[config.mk]
export PLATFORM = sky130hd
export DESIGN_NAME = pc_gen
export DESIGN_NICKNAME = d
export VERILOG_FILES = /design/src/rtl/pc_pkg.sv /design/src/rtl/pc_gen_ras_stack.sv /design/src/rtl/pc_gen.sv
export SDC_FILE = /design/constraint.sdc
export NUM_CORES = 1
export LEC_CHECK = 0
export ABC_CLOCK_PERIOD_IN_PS = 9300
export CORE_MARGIN = 2
export CORE_UTILIZATION = 40
export DETAILED_ROUTE_END_ITERATION = 8
export PLACE_DENSITY = 0.67
export REMOVE_ABC_BUFFERS = 1
export SETUP_SLACK_MARGIN = 0.1
export SLEW_MARGIN = 10
export SYNTH_ARGS = -nofsm -noshare
export SYNTH_HDL_FRONTEND = slang
export SYNTH_SLANG_ARGS = --single-unit
export TNS_END_PERCENT = 100
[constraint.sdc]
create_clock -name clk -period 9.3 [get_ports clk]
set_input_delay 1.86 -clock clk [delete_from_list [all_inputs] [get_ports clk]]
set_output_delay 1.86 -clock clk [all_outputs]
set_load 0.01 [all_outputs]
[src/rtl/pc_pkg.sv]
// Shared types and constants for the program-counter generator.
package pc_pkg;

    localparam int unsigned XLEN_DEF         = 32;
    localparam logic [31:0] RESET_VECTOR_DEF = 32'h0000_0000;
    localparam logic [1:0]  ALIGN_MASK       = 2'b11;

    typedef enum logic [2:0] {
        SRC_TRAP,
        SRC_RAS,
        SRC_JALR,
        SRC_BR,
        SRC_HOLD,
        SRC_INC
    } next_src_e;

endpackage

[src/rtl/pc_gen_ras_stack.sv]
// Circular return-address stack; when full, a push overwrites the oldest entry.
module ras_stack
    import pc_pkg::*;
#(
    parameter int unsigned RAS_DEPTH = 4,
    parameter int unsigned XLEN      = XLEN_DEF
) (
    input  logic            clk,
    input  logic            rst,
    input  logic            push,
    input  logic            pop,
    input  logic [XLEN-1:0] push_data,
    output logic [XLEN-1:0] top_data,
    output logic            empty,
    output logic            full
);
    localparam int unsigned PW = $clog2(RAS_DEPTH);

    logic [XLEN-1:0] mem [RAS_DEPTH];
    logic [PW-1:0]   top_ptr;
    logic [PW:0]     count;
    logic            do_replace;
    logic            do_push_new;
    logic            do_pop;

    assign empty    = (count == '0);
    assign full     = (count == (PW+1)'(RAS_DEPTH));
    assign top_data = mem[top_ptr];

    // Simultaneous push+pop on a non-empty stack swaps the top in place.
    assign do_replace  = push && pop && !empty;
    assign do_push_new = push && !do_replace;
    assign do_pop      = pop && !push && !empty;

    always_ff @(posedge clk or posedge rst) begin
        if (rst) begin
            top_ptr <= '0;
            count   <= '0;
        end else if (do_push_new) begin
            top_ptr <= top_ptr + PW'(1);
            if (!full)
                count <= count + (PW+1)'(1);
        end else if (do_pop) begin
            top_ptr <= top_ptr - PW'(1);
            count   <= count - (PW+1)'(1);
        end
    end

    always_ff @(posedge clk) begin
        if (do_push_new)
            mem[top_ptr + PW'(1)] <= push_data;
        else if (do_replace)
            mem[top_ptr] <= push_data;
    end

endmodule

[src/rtl/pc_gen.sv]
// Fetch PC register with prioritised next-PC selection, alignment check and RAS.
module pc_gen
    import pc_pkg::*;
#(
    parameter int unsigned     XLEN         = XLEN_DEF,
    parameter logic [XLEN-1:0] RESET_VECTOR = RESET_VECTOR_DEF,
    parameter int unsigned     INC          = 4,
    parameter int unsigned     RAS_DEPTH    = 4
) (
    input  logic            clk,
    input  logic            reset,
    input  logic            stall,
    input  logic            fetch_ready,
    output logic            fetch_valid,
    output logic [XLEN-1:0] pc_out,
    output logic [XLEN-1:0] pc_plus_inc,
    input  logic            br_taken,
    input  logic [XLEN-1:0] br_target,
    input  logic            jalr_en,
    input  logic [XLEN-1:0] jalr_base,
    input  logic [XLEN-1:0] jalr_offset,
    input  logic            ret_pop,
    input  logic            call_push,
    input  logic [XLEN-1:0] push_addr,
    input  logic            trap_en,
    input  logic [XLEN-1:0] trap_vector,
    output logic            misalign,
    output logic            ras_empty,
    output logic            ras_full
);
    localparam logic [XLEN-1:0] BIT0_CLR = ~XLEN'(1);

    logic [XLEN-1:0] pc_q;
    logic [XLEN-1:0] pc_next;
    logic [XLEN-1:0] ras_top;
    logic [XLEN-1:0] target;
    logic            ras_pop;
    logic            misalign_next;
    next_src_e       src;

    assign ras_pop     = jalr_en && ret_pop;
    assign pc_out      = pc_q;
    assign pc_plus_inc = pc_q + XLEN'(INC);

    ras_stack #(
        .RAS_DEPTH (RAS_DEPTH),
        .XLEN      (XLEN)
    ) u_ras (
        .clk       (clk),
        .rst       (reset),
        .push      (call_push),
        .pop       (ras_pop),
        .push_data (push_addr),
        .top_data  (ras_top),
        .empty     (ras_empty),
        .full      (ras_full)
    );

    always_comb begin
        src    = SRC_INC;
        target = pc_q;
        if (trap_en) begin
            src    = SRC_TRAP;
            target = trap_vector;
        end else if (ras_pop && !ras_empty) begin
            src    = SRC_RAS;
            target = ras_top & BIT0_CLR;
        end else if (jalr_en) begin
            src    = SRC_JALR;
            target = (jalr_base + jalr_offset) & BIT0_CLR;
        end else if (br_taken) begin
            src    = SRC_BR;
            target = br_target;
        end else if (stall || !fetch_ready || !fetch_valid) begin
            // No transfer happened (including the first edge out of reset).
            src = SRC_HOLD;
        end
    end

    always_comb begin
        pc_next       = pc_q;
        misalign_next = 1'b0;
        unique case (src)
            SRC_TRAP: pc_next = target;
            SRC_RAS, SRC_JALR, SRC_BR: begin
                if ((target[1:0] & ALIGN_MASK) != 2'b00)
                    misalign_next = 1'b1;
                else
                    pc_next = target;
            end
            SRC_INC:  pc_next = pc_plus_inc;
            default:  pc_next = pc_q;
        endcase
    end

    always_ff @(posedge clk or posedge reset) begin
        if (reset) begin
            pc_q        <= RESET_VECTOR;
            fetch_valid <= 1'b0;
            misalign    <= 1'b0;
        end else begin
            pc_q        <= pc_next;
            fetch_valid <= 1'b1;
            misalign    <= misalign_next;
        end
    end

endmodule

# Yosys cells after proc, flatten, opt, wreduce, memory -nomap -nowiden
# Memory sizes are Yosys's and may differ from the RTL's.
# Index checks and enable logic that the tools add are counted.
[totals] in_bits=169 memories=1 elab_cells=68 ramBits=128 regBits=39
[memory_table] name="u_ras.mem" depth=4 width=32 read_ports=1 rd_clocked_by_memory_dff=0 write_ports=1 line="pc_gen_ras_stack.sv:19" rtl="logic [XLEN-1:0] mem [RAS_DEPTH];"
[op_classes] n_eq_ne=7 n_mux=26 n_addsub=6 reduce_logical=23
[op_table] cell="2-to-1 mux 32 bit" n=6
[op_table] cell="one-hot mux 32 bit (3 select lines)" n=1
[op_table] cell="adder 32 x 3 -> 32 bit, second input constant" n=1
[op_table] cell="adder 32 bit" n=1
[op_table] cell="OR reduction 32 bit" n=1
[op_table] cell="2-to-1 mux 3 bit" n=7
[op_table] cell="2-to-1 mux 1 bit" n=9
[op_table] cell="logical AND 1 bit" n=7
[op_table] cell="== test 3 x 2 -> 1 bit, second input constant" n=2
[op_table] cell="== test 3 bit, second input constant" n=2
[op_table] cell="zero test 3 bit" n=2
[op_table] cell="2-to-1 mux 2 bit" n=3
[op_table] cell="zero test 1 bit" n=5
[op_table] cell="!= test 2 bit, second input constant" n=2
[op_table] cell="AND reduction 2 bit" n=2
[op_table] cell="nonzero test 2 bit" n=2
[op_table] cell="adder 3 x 1 -> 3 bit, second input constant" n=1
[op_table] cell="== test 3 x 1 -> 1 bit, second input constant" n=1
[op_table] cell="nonzero test 3 bit" n=1
[op_table] cell="OR reduction 3 bit" n=1
[op_table] cell="subtractor 3 x 1 -> 3 bit, second input constant" n=1
[op_table] cell="adder 2 x 1 -> 2 bit, second input constant" n=1
[op_table] cell="logical OR 1 bit" n=2
[op_table] cell="subtractor 2 x 1 -> 2 bit, second input constant" n=1

# Logic depth before layout (Yosys ltp)
[depth] ltp_word=12 ltp_mapped=10 depth_no_buf=10

# Hierarchy
# From an unflattened synthesis, not the netlist that was laid out.
[unflattened] cells_unflattened=886 area_unflattened_um2=9887.0
[by_module_without_submodules] mod="ras_stack" seq_area_each_um2=3968.8 cells_per_inst=219 area_each_um2=5063.6 n_inst=1
[by_module_without_submodules] mod="pc_gen" seq_area_each_um2=850.8 cells_per_inst=667 area_each_um2=4823.4 n_inst=1

# Worst setup path before layout
# Ideal clock, no wire load.
[synth_timing] path_type="input port to flip-flop" start="input jalr_en" end="memory u_ras.mem[0][10] (netlist name), enable pin" path_buffers=3 path_slack_ns=3.621 arrival_time_ns=5.213 path_stages=6 path_cell_list="buf_2 -> o311ai_2 -> clkbuf_1 -> buf_1 -> nand3_1 -> a21boi_0"
[synth_via] elab_chain_len=9 elab_cells_between_ends=13 classes_between="mux (7); reduce/logical (6)"
[synth_rtl] element="start: declaration" line="pc_gen.sv:19" rtl="input logic jalr_en,"
[synth_rtl] element="logical AND 1 bit *" line="pc_gen.sv:41" rtl="assign ras_pop = jalr_en && ret_pop;"
[synth_rtl] element="logical AND 1 bit * (2 in series)" line="pc_gen_ras_stack.sv:31" rtl="assign do_replace = push && pop && !empty;"
[synth_rtl] element="zero test 1 bit" line="pc_gen_ras_stack.sv:32" rtl="assign do_push_new = push && !do_replace;"
[synth_rtl] element="logical AND 1 bit" line="pc_gen_ras_stack.sv:32"
[synth_rtl] element="2-to-1 mux 1 bit" line="pc_gen_ras_stack.sv:50" rtl="if (do_push_new)"
[synth_rtl] element="2-to-1 mux 1 bit (implied by the code)" line="pc_gen_ras_stack.sv:53" rtl="mem[top_ptr] <= push_data;"
[synth_rtl] element="OR reduction 32 bit (no source line)"
[synth_rtl] element="2-to-1 mux 2 bit (no source line) / 2-to-1 mux 1 bit (equally long branches)"
[synth_rtl] element="end: declaration" line="pc_gen_ras_stack.sv:19"
# Mark *: on every way between the ends. The rest lies on a longest branch, timed or not.

# Worst setup path in the final report
[layout_timing] start="register pc_q[10] (netlist: pc_out[10])" end="output pc_plus_inc[25]"
[layout_via] elab_chain_len=1
[layout_rtl] element="start: declaration" line="pc_gen.sv:33" rtl="logic [XLEN-1:0] pc_q;"
[layout_rtl] element="start signal: assignment" line="pc_gen.sv:102" rtl="pc_q <= pc_next;"
[layout_rtl] element="adder 32 x 3 -> 32 bit" line="pc_gen.sv:43" rtl="assign pc_plus_inc = pc_q + XLEN'(INC);"
[layout_rtl] element="end: declaration" line="pc_gen.sv:16" rtl="output logic [XLEN-1:0] pc_plus_inc,"
# No other way between the ends.

==> out/qor_table.md <==
| Quantity | Value | Unit |
|:---|:---|:---|
| Drt first pass iters | 7 | - |
| Maximum number of pins on one net before global-route repair | 40 | - |
| R2R Path Start | u_ras.top_ptr[1] | - |
| Startpoint types | register | - |
| Number of hold buffers added after cts | 0 | - |
| Max_cap viols | 0 | - |
| Arrival time of the worst setup path | 3.40 | ns |
| Number of violations reported at the end of detailed-routing iteration 0 | 811 | - |
| Largest delay share family, worst path | simple AND/OR/NAND/NOR gates | - |
| Synthesized area | 0.00960 | sq mm |
| Largest area contributor in the netlist | edfxtp_1 | - |
| FMAX | 190 | MHz |
| Global-route wire length before repair | 47.0 | mm |
| Number of placement rows | 56 | - |
| Sequential-to-total area share from yosys stat | 48.9 | % |
| Fraction of power consumed by the clock network | 24.5 | % |
| Die Area | 0.0253 | sq mm |
| Vias in the first global route | 8,035 | - |
| Cell with the largest stage delay on the worst path | or4_1 | - |
| Normalized max-slew margin | 37.9 | % |
| Number of synthesized register bits | 163 | - |
| Maximum count of clock buffers along a single path | 2 | - |
| Largest cells by area after synthesis | edfxtp_1, dfrtp_1, mux4_2 | - |
| Area grow syn2layout | 33.9 | % |
| Resized Gates After CTS | 0 | - |
| Cell depth of the worst flop-to-flop path | 9 | - |
| Ys async rst share | 23.9 | % |
| Initial antenna violation count | 4 | - |
| Hold Violations, Final | 0 | - |
| Final period util | 56.6 | % |
| Peak fanout along the critical path | 8 | - |
| Hold-critical path endpoint | pc_out[19] | - |
| CTS clock-pin slew for the worst setup and hold paths | 0.07 | ns |
| Worst min path class | register to register | - |
| Setup fix buffers added after clock tree synthesis | 0 | - |
| Mapped Cells | 863 | - |
| Total routing resource utilization after global routing | 24.2 | % |
| Hold wc startpoint | pc_out[19] | - |
| Bufs and invs on worst path | 1 | - |
| Area of the placeable core | 0.0235 | sq mm |
| Hold Crit Depth | 2 | - |
| Most common flop cell mapped by yosys | edfxtp_1 | - |
| Vias | 8,128 | - |
| Outcome | completed | - |
| Filler cell count | 2,106 | - |
| Max Clock Skew | 0.0107 | ns |
| Internal portion of total power | 0.00184 | W |
| Sequential share of power | 37.9 | % |
| Final Wtd Congestion | 0.924 | - |
| Library cells used by synthesis | 83 | - |
| Setup Crit Path Kind | register to output pin | - |
| # DRC | 0 | - |
| CTS HTree Levels | 4 | - |
| Fin nets | 1,284 | - |
| Avg Synthesized Cell Area | 11.1 | sq um |
| WL per Instance | 21.8 | um |
| Final min period | 5.26 | ns |
| Insertion delay to the later sink of the worst-skew pair | 0.42 | ns |
| Root Buffer Master | clkbuf_16 | - |
| Yosys warning count | 0 | - |
| Crit path largest cell delay | 0.63 | ns |
| Sw Share | 34.2 | % |
| Gate power share | 37.6 | % |
| Worst-case vdd ir drop | 0.000173 | V |
| Share of Yosys cell area claimed by the top area cell type | 38.8 | % |
| Total Wirelength | 30.9 | mm |
| Required time at the endpoint of the critical path | 7.44 | ns |
| Via density per instance | 5.74 | - |
| Clock tree from TritonCTS | yes | - |
| Cell-by-cell listing of the critical path | nand4_1 -> or4_1 -> nor2_1 -> and4_1 -> xor2_1 -> clkdlybuf4s50_1 | - |
| Width of the die | 159 | um |
| Power per standard cell area | 217 | mW/mm^2 |
| Starting Density | 40.8 | % |
| Fraction of the core area covered by cells at the end of the flow | 54.6 | % |
| Number of pins with negative max-slew slack in the final report | 0 | - |
| Height of the die | 159 | um |
| Reported leakage power | 4.65 | nW |
| Share of cells above drive strength 1 | 8.58 | % |
| Routed Antenna Nets | 0 | - |
| Global route overflow | 0 | - |
| Category of the worst setup path capture point | output pin | - |
| CTS buffer count | 17 | - |
| Final instance count without filler cells | 1,417 | - |
| Reg-to-reg endpoint | pc_out[26] | - |
| Switching pwr | 0.000953 | W |
| Final Setup Violations | 0 | - |
| Register-to-register path setup slack | 5.78 | ns |
| Sinks on the clock net | 163 | - |
| # port buffers | 235 | - |
| Setup Total Neg Slack | 0 | ns |
| Most frequent cells after synthesis | edfxtp_1, nand2_1, nor2_1 | - |
| Placed Cells | 1,382 | - |
| HPWL after detailed placement | 22.8 | mm |
| Worst Tran Pin Value | 0.928 | ns |
| # IOs | 237 | - |
| Count leader, synth | edfxtp_1 | - |
| Number of synthesized flops with an enable pin | 124 | - |
| Unrepaired setup endpoints after global routing | false | - |
-- state kept, by name (all words and copies together), names as in the netlist --
name           flops
pc_out            32
u_ras.count        3
u_ras.mem        124
u_ras.top_ptr      2
misalign           1
fetch_valid        1
-- metal layers --
metal  up-vias  routed length, um  GRT usage, %
met3        39               2120          5.21
met2       355              14800          39.6
met5         -                 12             0
met1      3930              13200          32.6
li1       3802                  -             -
met4         2                726          7.07
-- kinds of logic after synthesis --
logic type      synth area share [%]
mux                             7.69
simple gates                    12.8
other cells                   0.0390
fa+ha+maj                       4.46
xor+xnor                        4.56
compound gates                  18.7
buf+inv                         2.85
flops                           48.9
-- metrics by stage --
| stage | cell area [sq um] | power [W] | hold slack [ns] | setup WS [ns] |
|---|---|---|---|---|
| CTS | 12800 | 0.00280 | 0.583 | 4.06 |
| floorplan | 9390 | 0.00164 | 0.532 | 3.84 |
| global placement | 12300 | 0.00210 | 0.549 | 4.07 |
| global route | 12900 | 0.00293 | 0.633 | 3.91 |
| finish | 12900 | 0.00279 | 0.588 | 4.04 |
| detailed placement | 12300 | 0.00212 | 0.568 | 4.01 |
-- worst min-delay path: cells and delay by family (launching register included) --
family / cells / cell delay, ns
AOI/OAI and AO/OA: 2 / 0.15
DFF: 1 / 0.40
-- how the worst max path moves through the flow --
stage / startpoint / end / slack (ns) / cells past startpoint
after CTS: pc_out[10] / pc_plus_inc[25] / 4.06 / 6
after global placement: jalr_base[1] / pc_out[26] / 4.07 / 10
after global routing: pc_out[10] / pc_plus_inc[31] / 3.91 / 7
after detailed placement: jalr_base[1] / pc_out[26] / 4.01 / 10
after floorplan: jalr_en / u_ras.mem[2][10] / 3.84 / 3
final: pc_out[10] / pc_plus_inc[25] / 4.04 / 6
-- cell type report --
class	count	area [sq um]	share of cell area, %
timing repair buffer	251	2470	19.2
clock buffer	17	425	3.31
sequential	163	4700	36.6
multi-input combinational	634	4650	36.2
antenna	3	7.51	0.0584
tap	319	399	3.10
clock inverter	15	148	1.15
inverter	15	56.3	0.438
-- cells in the final DEF, fill, tap and decap left out, types with 7 or more instances in the layout --
cell,Yosys,layout
a211oi_1,9,9
a21o_1,20,20
a21oi_1,60,60
a221oi_1,13,13
a22oi_1,17,17
a31oi_1,8,8
and3_1,12,12
buf_4,4,16
clkbuf_16,0,17
clkdlybuf4s50_1,0,234
dfrtp_1,39,38
edfxtp_1,124,124
ha_1,31,31
inv_1,15,14
mux4_2,31,31
nand2_1,76,76
nand3_1,29,29
nand4_1,10,10
nor2_1,61,60
nor3_1,24,24
o211ai_1,9,9
o21a_1,10,10
o21ai_0,41,41
o22ai_1,10,10
o31ai_1,7,7
xnor2_1,34,34
xor2_1,16,16
-- power groups by stage --
stage / Clock, W / Sequential [W] / Combinational [W]
detailed placement: 0 / 0.00107 / 0.00105
CTS: 0.000694 / 0.00106 / 0.00105
global route: 0.000726 / 0.00107 / 0.00113
floorplan: 0 / 0.00111 / 0.000528
finish: 0.000685 / 0.00106 / 0.00105
global placement: 0 / 0.00106 / 0.00104
No activity file was read; power rests on OpenSTA's default activity.
